## src/rtl/wb_retire_queue_if.sv

```systemverilog
// MEM->WB handshake: entry valid, packed entry bus {pc, gr_we, dest, result}, and WB accept.
interface wb_retire_queue_if #(
   parameter int unsigned PC_W    = 32,
   parameter int unsigned DATA_W  = 32,
   parameter int unsigned RADDR_W = 5
);
   localparam int unsigned BUS_W = PC_W + 1 + RADDR_W + DATA_W;

   logic             ms_to_ws_valid;
   logic [BUS_W-1:0] ms_ws_bus;
   logic             ws_allow_in;

   // Memory stage side: offers entries, observes acceptance.
   modport master (
      output ms_to_ws_valid,
      output ms_ws_bus,
      input  ws_allow_in
   );

   // Writeback side: receives entries, grants acceptance.
   modport slave (
      input  ms_to_ws_valid,
      input  ms_ws_bus,
      output ws_allow_in
   );
endinterface

```

## src/rtl/wb_retire_queue.sv

```systemverilog
// Writeback stage with an in-order retire queue. Entries drain to the regfile write port one
// per cycle under rf_wr_ready; pending writes are visible to the forwarding query ports.
module wb_retire_queue #(
   parameter int unsigned PC_W    = 32,
   parameter int unsigned DATA_W  = 32,
   parameter int unsigned RADDR_W = 5,
   parameter int unsigned DEPTH   = 2,
   parameter int unsigned NUM_FQ  = 2
) (
   input  logic                          clk_i,
   input  logic                          reset_i,
   wb_retire_queue_if.slave              ms_if,
   input  logic                          flush_i,
   input  logic                          rf_wr_ready_i,
   output logic                          rf_we_o,
   output logic [RADDR_W-1:0]            rf_waddr_o,
   output logic [DATA_W-1:0]             rf_wdata_o,
   input  logic [NUM_FQ*RADDR_W-1:0]     fq_raddr_i,
   output logic [NUM_FQ-1:0]             fq_hit_o,
   output logic [NUM_FQ*DATA_W-1:0]      fq_data_o,
   output logic [$clog2(DEPTH+1)-1:0]    ws_count_o,
   output logic [PC_W-1:0]               debug_wb_pc_o,
   output logic [3:0]                    debug_wb_rf_we_o,
   output logic [RADDR_W-1:0]            debug_wb_rf_wnum_o,
   output logic [DATA_W-1:0]             debug_wb_rf_wdata_o
);
   localparam int unsigned CNT_W = $clog2(DEPTH + 1);
   localparam int unsigned PTR_W = (DEPTH > 1) ? $clog2(DEPTH) : 1;
   localparam logic [PTR_W-1:0] LAST_PTR = PTR_W'(DEPTH - 1);
   localparam logic [CNT_W-1:0] FULL_CNT = CNT_W'(DEPTH);

   // Entry storage, split per field; contents are only read while counted as valid.
   logic [PC_W-1:0]    pc_q   [DEPTH];
   logic               we_q   [DEPTH];
   logic [RADDR_W-1:0] dest_q [DEPTH];
   logic [DATA_W-1:0]  data_q [DEPTH];

   logic [PTR_W-1:0] head_q, head_d;
   logic [PTR_W-1:0] tail_q, tail_d;
   logic [CNT_W-1:0] count_q, count_d;

   logic not_empty;
   logic drain;
   logic enq;

   // Reset gates drain so no regfile write escapes during the reset cycle.
   assign not_empty = (count_q != '0);
   assign drain     = not_empty && rf_wr_ready_i && !flush_i && !reset_i;
   assign enq       = ms_if.ms_to_ws_valid && ms_if.ws_allow_in;

   assign ms_if.ws_allow_in = !flush_i && ((count_q != FULL_CNT) || drain);

   assign rf_we_o       = drain && we_q[head_q];
   assign rf_waddr_o    = not_empty ? dest_q[head_q] : '0;
   assign rf_wdata_o    = not_empty ? data_q[head_q] : '0;
   assign debug_wb_pc_o = drain ? pc_q[head_q] : '0;
   assign ws_count_o    = count_q;

   assign debug_wb_rf_we_o    = {4{rf_we_o}};
   assign debug_wb_rf_wnum_o  = rf_we_o ? rf_waddr_o : '0;
   assign debug_wb_rf_wdata_o = rf_we_o ? rf_wdata_o : '0;

   // Next-state for pointers and occupancy; flush empties the queue and overrides everything.
   always_comb begin
      head_d  = head_q;
      tail_d  = tail_q;
      count_d = count_q;
      if (flush_i) begin
         head_d  = '0;
         tail_d  = '0;
         count_d = '0;
      end else begin
         if (drain) begin
            head_d = (head_q == LAST_PTR) ? '0 : head_q + 1'b1;
         end
         if (enq) begin
            tail_d = (tail_q == LAST_PTR) ? '0 : tail_q + 1'b1;
         end
         count_d = count_q + CNT_W'(enq) - CNT_W'(drain);
      end
   end

   // Pointer and occupancy registers with synchronous reset.
   always_ff @(posedge clk_i) begin
      if (reset_i) begin
         head_q  <= '0;
         tail_q  <= '0;
         count_q <= '0;
      end else begin
         head_q  <= head_d;
         tail_q  <= tail_d;
         count_q <= count_d;
      end
   end

   // Capture an accepted entry at the tail slot.
   always_ff @(posedge clk_i) begin
      if (enq) begin
         data_q[tail_q] <= ms_if.ms_ws_bus[DATA_W-1:0];
         dest_q[tail_q] <= ms_if.ms_ws_bus[DATA_W +: RADDR_W];
         we_q[tail_q]   <= ms_if.ms_ws_bus[DATA_W+RADDR_W];
         pc_q[tail_q]   <= ms_if.ms_ws_bus[DATA_W+RADDR_W+1 +: PC_W];
      end
   end

   logic [RADDR_W-1:0] fq_addr;
   logic [PTR_W:0]     slot_w;
   logic [PTR_W-1:0]   slot;

   // Forwarding search: walk oldest to youngest so the youngest matching write wins.
   // The head is included even when it drains this cycle.
   always_comb begin
      fq_hit_o  = '0;
      fq_data_o = '0;
      fq_addr   = '0;
      slot_w    = '0;
      slot      = '0;
      for (int p = 0; p < int'(NUM_FQ); p++) begin
         fq_addr = fq_raddr_i[p*RADDR_W +: RADDR_W];
         for (int k = 0; k < int'(DEPTH); k++) begin
            slot_w = {1'b0, head_q} + (PTR_W+1)'(k);
            if (slot_w >= (PTR_W+1)'(DEPTH)) begin
               slot_w = slot_w - (PTR_W+1)'(DEPTH);
            end
            slot = slot_w[PTR_W-1:0];
            if ((CNT_W'(k) < count_q) && we_q[slot] && (dest_q[slot] == fq_addr)
                && (fq_addr != '0)) begin
               fq_hit_o[p]                  = 1'b1;
               fq_data_o[p*DATA_W +: DATA_W] = data_q[slot];
            end
         end
      end
   end
endmodule
```

## src/flat_wrapper.sv

```systemverilog
// flat-port wrapper written by rule: the top's interface ports become plain ports
module wb_retire_queue_flat 
#(
   parameter int unsigned PC_W    = 32,
   parameter int unsigned DATA_W  = 32,
   parameter int unsigned RADDR_W = 5,
   parameter int unsigned DEPTH   = 2,
   parameter int unsigned NUM_FQ  = 2
)
  (clk_i, reset_i, flush_i, rf_wr_ready_i, rf_we_o, rf_waddr_o, rf_wdata_o, fq_raddr_i, fq_hit_o, fq_data_o, ws_count_o, debug_wb_pc_o, debug_wb_rf_we_o, debug_wb_rf_wnum_o, debug_wb_rf_wdata_o, ms_if_ms_to_ws_valid, ms_if_ms_ws_bus, ms_if_ws_allow_in);
  wb_retire_queue_if #(.PC_W(PC_W), .DATA_W(DATA_W), .RADDR_W(RADDR_W)) ms_if_i ();
  input  logic clk_i;
  input  logic reset_i;
  input  logic flush_i;
  input  logic rf_wr_ready_i;
  output logic rf_we_o;
  output logic [RADDR_W-1:0] rf_waddr_o;
  output logic [DATA_W-1:0] rf_wdata_o;
  input  logic [NUM_FQ*RADDR_W-1:0] fq_raddr_i;
  output logic [NUM_FQ-1:0] fq_hit_o;
  output logic [NUM_FQ*DATA_W-1:0] fq_data_o;
  output logic [$clog2(DEPTH+1)-1:0] ws_count_o;
  output logic [PC_W-1:0] debug_wb_pc_o;
  output logic [3:0] debug_wb_rf_we_o;
  output logic [RADDR_W-1:0] debug_wb_rf_wnum_o;
  output logic [DATA_W-1:0] debug_wb_rf_wdata_o;
  input wire logic [$bits(ms_if_i.ms_to_ws_valid)-1:0] ms_if_ms_to_ws_valid;
  input wire logic [$bits(ms_if_i.ms_ws_bus)-1:0] ms_if_ms_ws_bus;
  output wire logic [$bits(ms_if_i.ws_allow_in)-1:0] ms_if_ws_allow_in;
  assign ms_if_i.ms_to_ws_valid = ms_if_ms_to_ws_valid;
  assign ms_if_i.ms_ws_bus = ms_if_ms_ws_bus;
  assign ms_if_ws_allow_in = ms_if_i.ws_allow_in;
  wb_retire_queue #(.PC_W(PC_W), .DATA_W(DATA_W), .RADDR_W(RADDR_W), .DEPTH(DEPTH), .NUM_FQ(NUM_FQ)) u_core (.clk_i(clk_i), .reset_i(reset_i), .ms_if(ms_if_i), .flush_i(flush_i), .rf_wr_ready_i(rf_wr_ready_i), .rf_we_o(rf_we_o), .rf_waddr_o(rf_waddr_o), .rf_wdata_o(rf_wdata_o), .fq_raddr_i(fq_raddr_i), .fq_hit_o(fq_hit_o), .fq_data_o(fq_data_o), .ws_count_o(ws_count_o), .debug_wb_pc_o(debug_wb_pc_o), .debug_wb_rf_we_o(debug_wb_rf_we_o), .debug_wb_rf_wnum_o(debug_wb_rf_wnum_o), .debug_wb_rf_wdata_o(debug_wb_rf_wdata_o));
endmodule
```

## config.mk

```make
export PLATFORM = sky130hd
export DESIGN_NAME = wb_retire_queue_flat
export DESIGN_NICKNAME = d
export VERILOG_FILES = /design/src/rtl/wb_retire_queue_if.sv /design/src/rtl/wb_retire_queue.sv /design/src/flat_wrapper.sv
export SDC_FILE = /design/constraint.sdc
export NUM_CORES = 1
export LEC_CHECK = 0
export ABC_AREA = 1
export ABC_CLOCK_PERIOD_IN_PS = 5100
export CORE_ASPECT_RATIO = 2
export CORE_MARGIN = 10
export CORE_UTILIZATION = 48
export CTS_BUF_LIST = sky130_fd_sc_hd__clkbuf_4 sky130_fd_sc_hd__clkbuf_8
export DETAILED_ROUTE_END_ITERATION = 12
export PLACE_DENSITY = 0.83
export SLEW_MARGIN = 10
export SYNTH_ARGS = -nofsm -noshare
export SYNTH_HDL_FRONTEND = slang
export SYNTH_SLANG_ARGS = --single-unit
```

## constraint.sdc

```tcl
create_clock -name clk_i -period 5.1 [get_ports clk_i]
set_input_delay 0.51 -clock clk_i [delete_from_list [all_inputs] [get_ports clk_i]]
set_output_delay 0.51 -clock clk_i [all_outputs]
set_load 0.02 [all_outputs]
```

==> results of run 1 <==
-- layer usage --
| layer | part of all wire, % | routed length, µm |
|---|---|---|
| met1 | 32 | 8928 |
| met2 | 56 | 15290 |
| met3 | 7.3 | 1997 |
| met4 | 4.8 | 1326 |
| met5 | 0 | 0 |
-- tightest hold or removal path, delay by kind of cell, from the launching register on --
kind,cells,cell delay [ns]
AO/OA/AOI/OAI,1,0.06
flip-flops,1,0.35
buffers and inverters,1,0.09
-- power by group --
part | internal (mW) | leakage (nW) | switching, mW
Combinational | 0.110 | 2.96 | 0.154
Sequential | 1.34 | 1.33 | 0.0130
Clock | 0.399 | 0.193 | 0.480
-- path summary, 6_finish.rpt --
check	from	slack, ns	end
hold / removal	u_core.ws_count_o[1]$_SDFF_PP0_	0.54	u_core.ws_count_o[1]$_SDFF_PP0_
setup reg to reg	u_core.ws_count_o[1]$_SDFF_PP0_	2.17	u_core.pc_q[0][10]$_DFFE_PP_
hold reg to reg	u_core.ws_count_o[1]$_SDFF_PP0_	0.54	u_core.ws_count_o[1]$_SDFF_PP0_
setup / recovery	u_core.head_q$_SDFFE_PP0P_	1.03	fq_data_o[32]
-- state kept, by name, indices dropped and copies added (netlist names), named ones only --
signal	flops
u_core.we_q	2
u_core.data_q	64
u_core.pc_q	64
u_core.tail_q	1
u_core.dest_q	10
u_core.head_q	1
u_core.ws_count_o	2
-- final cells by class --
| class | count | share of cell area (%) |
|---|---|---|
| antenna | 7 | 0.1557 |
| sequential | 145 | 38.29 |
| clock buffer | 17 | 2.079 |
| inverter | 103 | 3.491 |
| clock inverter | 15 | 1.334 |
| multi-input combinational | 652 | 27.80 |
| timing repair buffer | 280 | 24.55 |
| tap | 207 | 2.302 |
-- cells in the mapped netlist, drive strengths merged --
library cell | number | share of area (%)
xnor2 | 1 | 0.11
edfxtp | 140 | 51
clkbuf | 19 | 0.87
nor2 | 97 | 5.1
buf | 48 | 4.2
ha | 2 | 0.30
nand2 | 290 | 14
dfxtp | 5 | 1.2
nand3 | 120 | 9.5
nand4 | 34 | 2.7
a21oi | 34 | 2.1
nor3 | 3 | 0.24
o21ai | 70 | 4.3
a31oi | 1 | 0.076
inv | 103 | 4.8
-- kinds of logic (layout without fill, tap and decap cells) --
group | count (synthesis) | after routing
AOI/OAI and AO/OA | 105 | 105
xor gates and xnor gates | 1 | 1
adders and majority gates | 2 | 2
buffers and inverters | 170 | 415
DFF | 145 | 145
other | 0 | 7
and+or+nand+nor | 544 | 544
-- stage by stage --
stage          util (%)  std cells  worst slack (ns)
2_1_floorplan         -        967           0.07799
3_3_place_gp      64.72       1387             1.356
3_5_place_dp      64.72       1387             1.346
4_1_cts           67.01       1419             1.014
5_1_grt           67.09       1424            0.7792
6_report          67.12       1426             1.031
==> metrics.yaml, run 1 <==
timing:
  fin_tns_setup_ns: 0
  hold_viol_final: 0
  final-max-slew-violation-count: 0
  fin_crit_sh_pct: 79.78
  skew_ns: 0.01135
  fin_hold_ws_ns: 0.5381
  finalSetupViolCount: 0
  fmax_mhz: 245.8
  tightest_slew_ns: 0.8709
  relSlewSlack_pct: 41.80
  post-route-min-period_ns: 4.069
  rsz0062_at_grt: "false"
clock_network:
  clk_path_buf_depth: 2
  path_clk_slew_ns: 0.09
  cts_root_buffer: "clkbuf_8"
  postCtsHoldBufs: 0
  cts.sinks: 145
  cts_setup_buffers: 0
  cts_tree: "built"
  numCtsBuffers: 17
  cts.htree.levels: 4
  ctsResizeCount: 0
  clk_latency_ns: 0.46
grt:
  grt_util_met1_pct: 22.35
  grt_usage_pct: 23.39
  grt_first_pass_wirelength_mm: 42.52
  use_met3_pct: 5.888
  overflow: 0
  met2_usage_pct: 43.39
  antenna_found_initial: 7
  grt_max_degree: 83
  grt_pass1_vias: 7728
  top_usage_layer: "met2"
cells_and_area:
  multiInputGateArea_um2: 3128
  final_common_cell: "nand2_1"
  final_cell_mix: "nand2_1, clkdlybuf4s50_1, edfxtp_1"
  layout.nets: 1286
  drive_gt1_share_pct: 8.911
  regArea_um2: 4309
  synthToLayoutAreaGrowth_pct: 36.85
  fillCellCount: 1339
  final_area_um2: 11250
synthesis:
  synth_top_family_by_area: "simple AND/OR/NAND/NOR gates"
  synthXorXnorAreaFrac_pct: 0.1065
  yosys_warnings: 0
  synth_seq_cells: 145
  synth_cells: 967
  syn_area_um2: 8223
  ys_types: 31
  synth-simple-area-share_pct: 31.03
  avgSynthCellArea_um2: 8.504
  synth_mux_area_share_pct: 0
  synth_compound_area_share_pct: 6.406
  synth_fa_ha_area_share_pct: 0.3043
  ys_seq_area_share_pct: 52.34
  syn_nets: 1054
critical_path:
  crit_arrival_ns: 3.56
  critical_path_buf_inv_count: 3
  crit_type: "register to output port"
  path_common_cell: "nand2_1"
  critPathTopFamily: "buffers and inverters"
  startpoint_type: "register"
  crit_chain: "buf_4 -> nand2_1 -> nand2_1 -> nand2_1 -> nand2_1 -> nor2_4 -> nand3_2 -> buf_4 -> nand3_1 -> nand2_1 -> clkdlybuf4s50_1"
  timing.reg2reg.worst_path_depth: 8
  max_stage_delay_ns: 0.61
  slowest_stage: "clkdlybuf4s50_1"
  critical_path.max_fanout: 59
  endpoint_kind: "output port"
  worst-path-stages: 11
  worstPathRequired_ns: 4.59
pwr:
  powerDensity_nw_per_um2: 221.9
  power_mw: 2.497
  ir_worst_vdd_v: 0.0002481
  p_leak_nw: 4.476
floorplan:
  ios: 265
  die_h_um: 205.1
  design.core.area_um2: 16770
  rows: 67
  start_util_pct: 49.04
  die_area_um2: 23080
  die_w_um: 112.6
routing:
  drtPass1Iterations: 5
  viasPerCell: 5.323
  route.vias.total: 7590
  avgRoutedWirePerCell_um: 19.31
  drtIter0Drc: 465
  drc: 0
  routed_wirelength_mm: 27.54
  antenna_left: 0
placed_design:
  post_dp_cell_area_um2: 10850
  port_buffers: 264
  hpwl_mm: 20.48
  place_congestion: 0.9435
flow_run:
  cap_violations: 0
hold_path:
  whs_path_depth: 2
  worstHoldPathType: "register to register"
run_status:
  status: "finished, final reports clean"
(Power assumes the default switching activity.)
==> run 2: changes to the inputs <==
Settings changed: ABC_CLOCK_PERIOD_IN_PS 5100 to 3450, CORE_UTILIZATION 48 to 44, PLACE_DENSITY 0.83 to 0.8.
Clock period 5.1 ns to 3.45 ns, I/O delays scaled along.
==> metrics.yaml, run 2 (synthesis results as in run 1) <==
clock_network:
  clk_path_buf_depth: 2  # unchanged
  path_clk_slew_ns: 0.08  # about the same
  numCtsBuffers: 17  # unchanged
  clk_latency_ns: 0.45  # about the same
  cts.sinks: 145  # unchanged
  cts_root_buffer: "clkbuf_8"
  cts_tree: "built"
  cts.htree.levels: 4  # unchanged
routing:
  routed_wirelength_mm: 27.74  # +0.72%
  route.vias.total: 7651  # +0.80%
  drtPass1Iterations: 6  # +1
  avgRoutedWirePerCell_um: 19.22  # -0.47%
  viasPerCell: 5.302  # -0.38%
  drtIter0Drc: 454  # -2.4%
  antenna_left: 0  # unchanged
  drc: 0  # unchanged
critical_path:
  startpoint_type: "register"
  worst-path-stages: 12  # +1
  worstPathRequired_ns: 3.11  # -1.48 ns
  r2r-end: "u_core.data_q[0][17]$_DFFE_PP_"
  timing.reg2reg.worst_path_depth: 8  # unchanged
  crit_type: "register to output port"
  crit_chain: "inv_6 -> nand2_1 -> nand2_1 -> nand2_1 -> nand2_1 -> inv_1 -> nand3_4 -> nor2_8 -> buf_6 -> nand3_2 -> nand2_1 -> clkdlybuf4s50_1"
  critical_path_buf_inv_count: 4  # +1
  slowest_stage: "clkdlybuf4s50_1"
  reg2reg_slack_ns: 1.05  # -1.12 ns
  critPathTopFamily: "buffers and inverters"
  max_stage_delay_ns: 0.66  # +0.05 ns
  reg2reg_from: "u_core.ws_count_o[1]$_SDFF_PP0_"
  endpoint_kind: "output port"
  crit_arrival_ns: 2.96  # -0.60 ns
  path_common_cell: "nand2_1"
  critical_path.max_fanout: 23  # -61%
cells_and_area:
  layout.nets: 1296  # +0.78%
  fillCellCount: 1557  # +16%
  multiInputGateArea_um2: 3148  # +0.64%
  final-instance-count-excl-fill: 1443  # +1.2%
  reg.largest.list: "u_core.data_q: 64 flops, u_core.pc_q: 64 flops, u_core.dest_q: 10 flops"
  final_cell_mix: "nand2_1, clkdlybuf4s50_1, edfxtp_1"
  regArea_um2: 4312  # about the same
  final_common_cell: "nand2_1"
  synthToLayoutAreaGrowth_pct: 39.32
  drive_gt1_share_pct: 9.820  # +0.91 points
placed_design:
  place_worst_setup_slack_ns: 0.4035  # -0.9427 ns
  dpl.cell_count: 1404  # +1.2%
  hpwl_mm: 21.15  # +3.3%
  place_congestion: 0.8944  # -5.2%
  port_buffers: 264  # unchanged
grt:
  grt_max_degree: 49  # -41%
  grt_pass1_vias: 7691  # -0.48%
  grt_usage_pct: 21.87  # -1.5 points
  antenna_found_initial: 5  # -2
  overflow: 0  # unchanged
  grt_first_pass_wirelength_mm: 41.43  # -2.5%
timing:
  rsz0062_at_grt: "false"
  relSlewSlack_pct: 54.65  # +13 points
  finalWorstSetupSlack_ns: 0.1499  # -0.8813 ns
  fin_crit_sh_pct: 95.66
  hold_viol_final: 0  # unchanged
  skew_ns: 0.007788  # -0.003564 ns
  finalSetupViolCount: 0  # unchanged
  fin_hold_ws_ns: 0.4638  # -0.07427 ns
  fmax_mhz: 303.0
  post-route-min-period_ns: 3.300
  fin_tns_setup_ns: 0  # unchanged
  tightest_slew_ns: 0.6795  # -0.1914 ns
  final-max-slew-violation-count: 0  # unchanged
hold_path:
  min_from: "ms_if_ms_ws_bus[47]"
  worstHoldPathType: "input pin to register"
  hold-path-endpoint: "u_core.pc_q[0][9]$_DFFE_PP_"
  whs_path_depth: 1  # -1
pwr:
  ir_worst_vdd_v: 0.0003567  # +44%
  p_leak_nw: 4.560  # +1.9%
  powerDensity_nw_per_um2: 320.0  # +44%
floorplan:
  start_util_pct: 44.92  # -4.1 points
  design.core.area_um2: 18310  # +9.2%
  ios: 265  # unchanged
  die_area_um2: 24890  # +7.8%
  die_w_um: 116.7  # +3.7%
  die_h_um: 213.3  # +4.0%
  rows: 70  # +4.5%
run_status:
  status: "finished, final reports clean"
flow_run:
  cap_violations: 0  # unchanged
==> run 2: cell count changes in the layout (fill, tap and decap cells not counted), moves of 2 or more <==
cell,change
buf_12,+7
buf_6,+5
clkbuf_4,+3
inv_8,-3
buf_4,-2
diode_2,-2
==> run 2: how the worst max path moves through the flow <==
stage / startpoint / end / slack [ns]
6_report: register / fq_data_o[58] / 0.15
5_1_grt: u_core.head_q$_SDFFE_PP0P_ / fq_data_o[32] / 0.01
4_1_cts: register / fq_data_o[60] / 0.02
3_5_place_dp: fq_raddr_i[6] / fq_data_o[61] / 0.40
3_3_place_gp: fq_raddr_i[6] / fq_data_o[58] / 0.42
2_1_floorplan: u_core.ws_count_o[1]$_SDFF_PP0_ / u_core.data_q[1][0]$_DFFE_PP_ / 0.05
==> run 2: timing repair <==
action / in CTS / in global routing
pin swaps: 1 / 0
resized for setup: 3 / 4
setup buffers: 1 / 1
hold buffers: 0 / 0
setup endpoints to repair: 44 / 61
==> run 2: power breakdown <==
group	leakage (nW)	switching (mW)	internal (mW)
Combinational	3.04	0.232	0.167
Clock	0.191	0.649	0.618
Sequential	1.33	0.0186	1.98
Total	4.56	0.900	2.77
==> run 2: through the flow <==
stage | instance area (µm²) | util (%) | power [mW]
2_1_floorplan | 8230 | - | 2.222
3_3_place_gp | 11010 | 60.15 | 2.428
3_5_place_dp | 11010 | 60.15 | 2.439
4_1_cts | 11410 | 62.36 | 3.697
5_1_grt | 11450 | 62.53 | 3.801
6_report | 11460 | 62.58 | 3.666
==> run 2: cell type report <==
cell class / count / share of cell area (%)
inverter: 103 / 3.429
multi-input combinational: 652 / 27.48
clock inverter: 11 / 0.9393
sequential: 145 / 37.64
tap: 216 / 2.359
timing repair buffer: 290 / 25.69
antenna: 5 / 0.1092
clock buffer: 21 / 2.359
==> run 2: per-layer routing <==
metal	wire (µm)	share of wire [%]	track usage, %
met1	8790	32	19.40
met2	15610	56	41.59
met4	1216	4.4	12.77
met5	32	0.12	0
met3	2087	7.5	6.437
==> run 3: changes to the inputs <==
Settings changed: GPL_TIMING_DRIVEN set to 0.
==> metrics.yaml, run 3 (synthesis results as in run 1) <==
run_status:
  status: "finished, final reports clean"
clock_network:
  numCtsBuffers: 17  # unchanged
  cts.sinks: 145  # unchanged
  postCtsHoldBufs: 0  # unchanged
  clk_latency_ns: 0.45  # about the same
  cts_root_buffer: "clkbuf_8"
  cts_tree: "built"
  path_clk_slew_ns: 0.08  # about the same
  ctsResizeCount: 3  # unchanged
  cts.htree.levels: 4  # unchanged
  cts_setup_buffers: 0  # -1
  clk_path_buf_depth: 2  # unchanged
timing:
  final-max-slew-violation-count: 0  # unchanged
  hold_viol_final: 0  # unchanged
  post-route-min-period_ns: 3.302  # +0.001434 ns
  fin_crit_sh_pct: 95.70  # about the same
  skew_ns: 0.01069  # +0.002899 ns
  finalSetupViolCount: 0  # unchanged
  fin_hold_ws_ns: 0.4728  # +0.009013 ns
  fmax_mhz: 302.9  # about the same
  tightest_slew_ns: 0.6617  # -0.01782 ns
  relSlewSlack_pct: 55.89  # +1.2 points
  finalWorstSetupSlack_ns: 0.1484  # -0.001434 ns
  fin_tns_setup_ns: 0  # unchanged
critical_path:
  critical_path.max_fanout: 10  # -57%
  worstPathRequired_ns: 3.11  # about the same
  startpoint_type: "input pin"
  max_stage_delay_ns: 0.60  # -0.06 ns
  crit_type: "input pin to output port"
  crit_arrival_ns: 2.96  # about the same
  endpoint_kind: "output port"
  crit_chain: "clkdlybuf4s50_1 -> nor2_1 -> nand3_4 -> inv_1 -> nand2_1 -> buf_2 -> buf_2 -> inv_1 -> buf_4 -> clkdlybuf4s50_1"
  slowest_stage: "clkdlybuf4s50_1"
cells_and_area:
  layout.nets: 1341  # +3.5%
  reg.largest.list: "u_core.data_q: 64 flops, u_core.pc_q: 64 flops, u_core.dest_q: 10 flops"
  final-instance-count-excl-fill: 1482  # +2.7%
  drive_gt1_share_pct: 10.98  # +1.2 points
  multiInputGateArea_um2: 3141  # -0.24%
  synthToLayoutAreaGrowth_pct: 41.81
  final_cell_mix: "nand2_1, clkdlybuf4s50_1, edfxtp_1"
  diodes: 0  # -5
  final_common_cell: "nand2_1"
  fillCellCount: 1564  # +0.45%
  regArea_um2: 4304  # -0.17%
pwr:
  p_leak_nw: 4.692  # +2.9%
  ir_worst_vdd_v: 0.0004486  # +26%
  powerDensity_nw_per_um2: 320.2  # about the same
  power_mw: 3.734  # +1.9%
floorplan:
  ios: 265  # unchanged
  rows: 70  # unchanged
  start_util_pct: 44.92  # unchanged
  die_w_um: 116.7  # unchanged
  design.core.area_um2: 18310  # unchanged
  die_h_um: 213.3  # unchanged
  die_area_um2: 24890  # unchanged
placed_design:
  place_worst_setup_slack_ns: -0.006823  # -0.4103 ns
  port_buffers: 264  # unchanged
  hpwl_mm: 22.56  # +6.7%
  place_congestion: 0.9059  # +1.3%
  dpl.cell_count: 1451  # +3.3%
hold_path:
  worstHoldPathType: "input pin to register"
routing:
  route.vias.total: 7842  # +2.5%
  drc: 0  # unchanged
  drtIter0Drc: 659  # +45%
  antenna_left: 0  # unchanged
  drtPass1Iterations: 8  # +2
  avgRoutedWirePerCell_um: 19.90  # +3.5%
  viasPerCell: 5.291  # -0.20%
  routed_wirelength_mm: 29.49  # +6.3%
flow_run:
  cap_violations: 0  # unchanged
grt:
  grt_usage_pct: 23.09  # +1.2 points
  grt_pass1_vias: 7934  # +3.2%
  grt_first_pass_wirelength_mm: 43.76  # +5.6%
  antenna_found_initial: 1  # -4
  grt_max_degree: 48  # -2.0%
  overflow: 0  # unchanged
-- run 3: metrics by stage --
stage	cell area (µm²)	utilization, %
final	11660	63.70
after global routing	11660	63.70
after CTS	11640	63.62
after detailed placement	11250	61.45
after global placement	11140	60.87
after floorplan	8230	-
-- run 3: critical path: cells and delay by family --
family / cells / cell delay, ns
buffers and inverters: 7 / 1.90
and+or+nand+nor: 3 / 0.69
-- run 3: power breakdown --
part           internal, mW  leakage, nW  total, mW  switching (mW)
clock                 0.657        0.185       1.32           0.659
combinational         0.176         3.18      0.418           0.242
sequential             1.98         1.33       2.00          0.0171
-- run 3: final cells by class --
| cell class | instances | share of cell area, % |
|---|---|---|
| Buffer | 67 | 3.627 |
| Clock buffer | 19 | 2.135 |
| Tap cell | 216 | 2.318 |
| Inverter | 103 | 3.380 |
| Multi-Input combinational cell | 652 | 26.93 |
| Clock inverter | 12 | 1.159 |
| Sequential cell | 145 | 36.91 |
| Timing Repair Buffer | 268 | 23.54 |
-- run 3: worst paths after layout --
kind	startpoint	end	slack, ns	cells after the start
hold / removal	ms_if_ms_ws_bus[17]	u_core.data_q[0][17]$_DFFE_PP_	0.47	1
setup reg to reg	u_core.ws_count_o[1]$_SDFF_PP0_	u_core.data_q[0][11]$_DFFE_PP_	1.07	7
hold reg to reg	u_core.tail_q$_SDFFE_PP0N_	u_core.tail_q$_SDFFE_PP0N_	0.57	2
setup / recovery	flush_i	debug_wb_rf_we_o[1]	0.15	10
-- run 3: metal layers --
layer	wire length [µm]	vias to the layer above	share of wire [%]	global-route usage [%]
met5	13	-	0.044	0
met4	877	2	3.0	10.20
met3	2286	55	7.8	5.989
met2	16430	345	56	43.55
met1	9877	3656	33	22.66
li1	-	3784	-	-
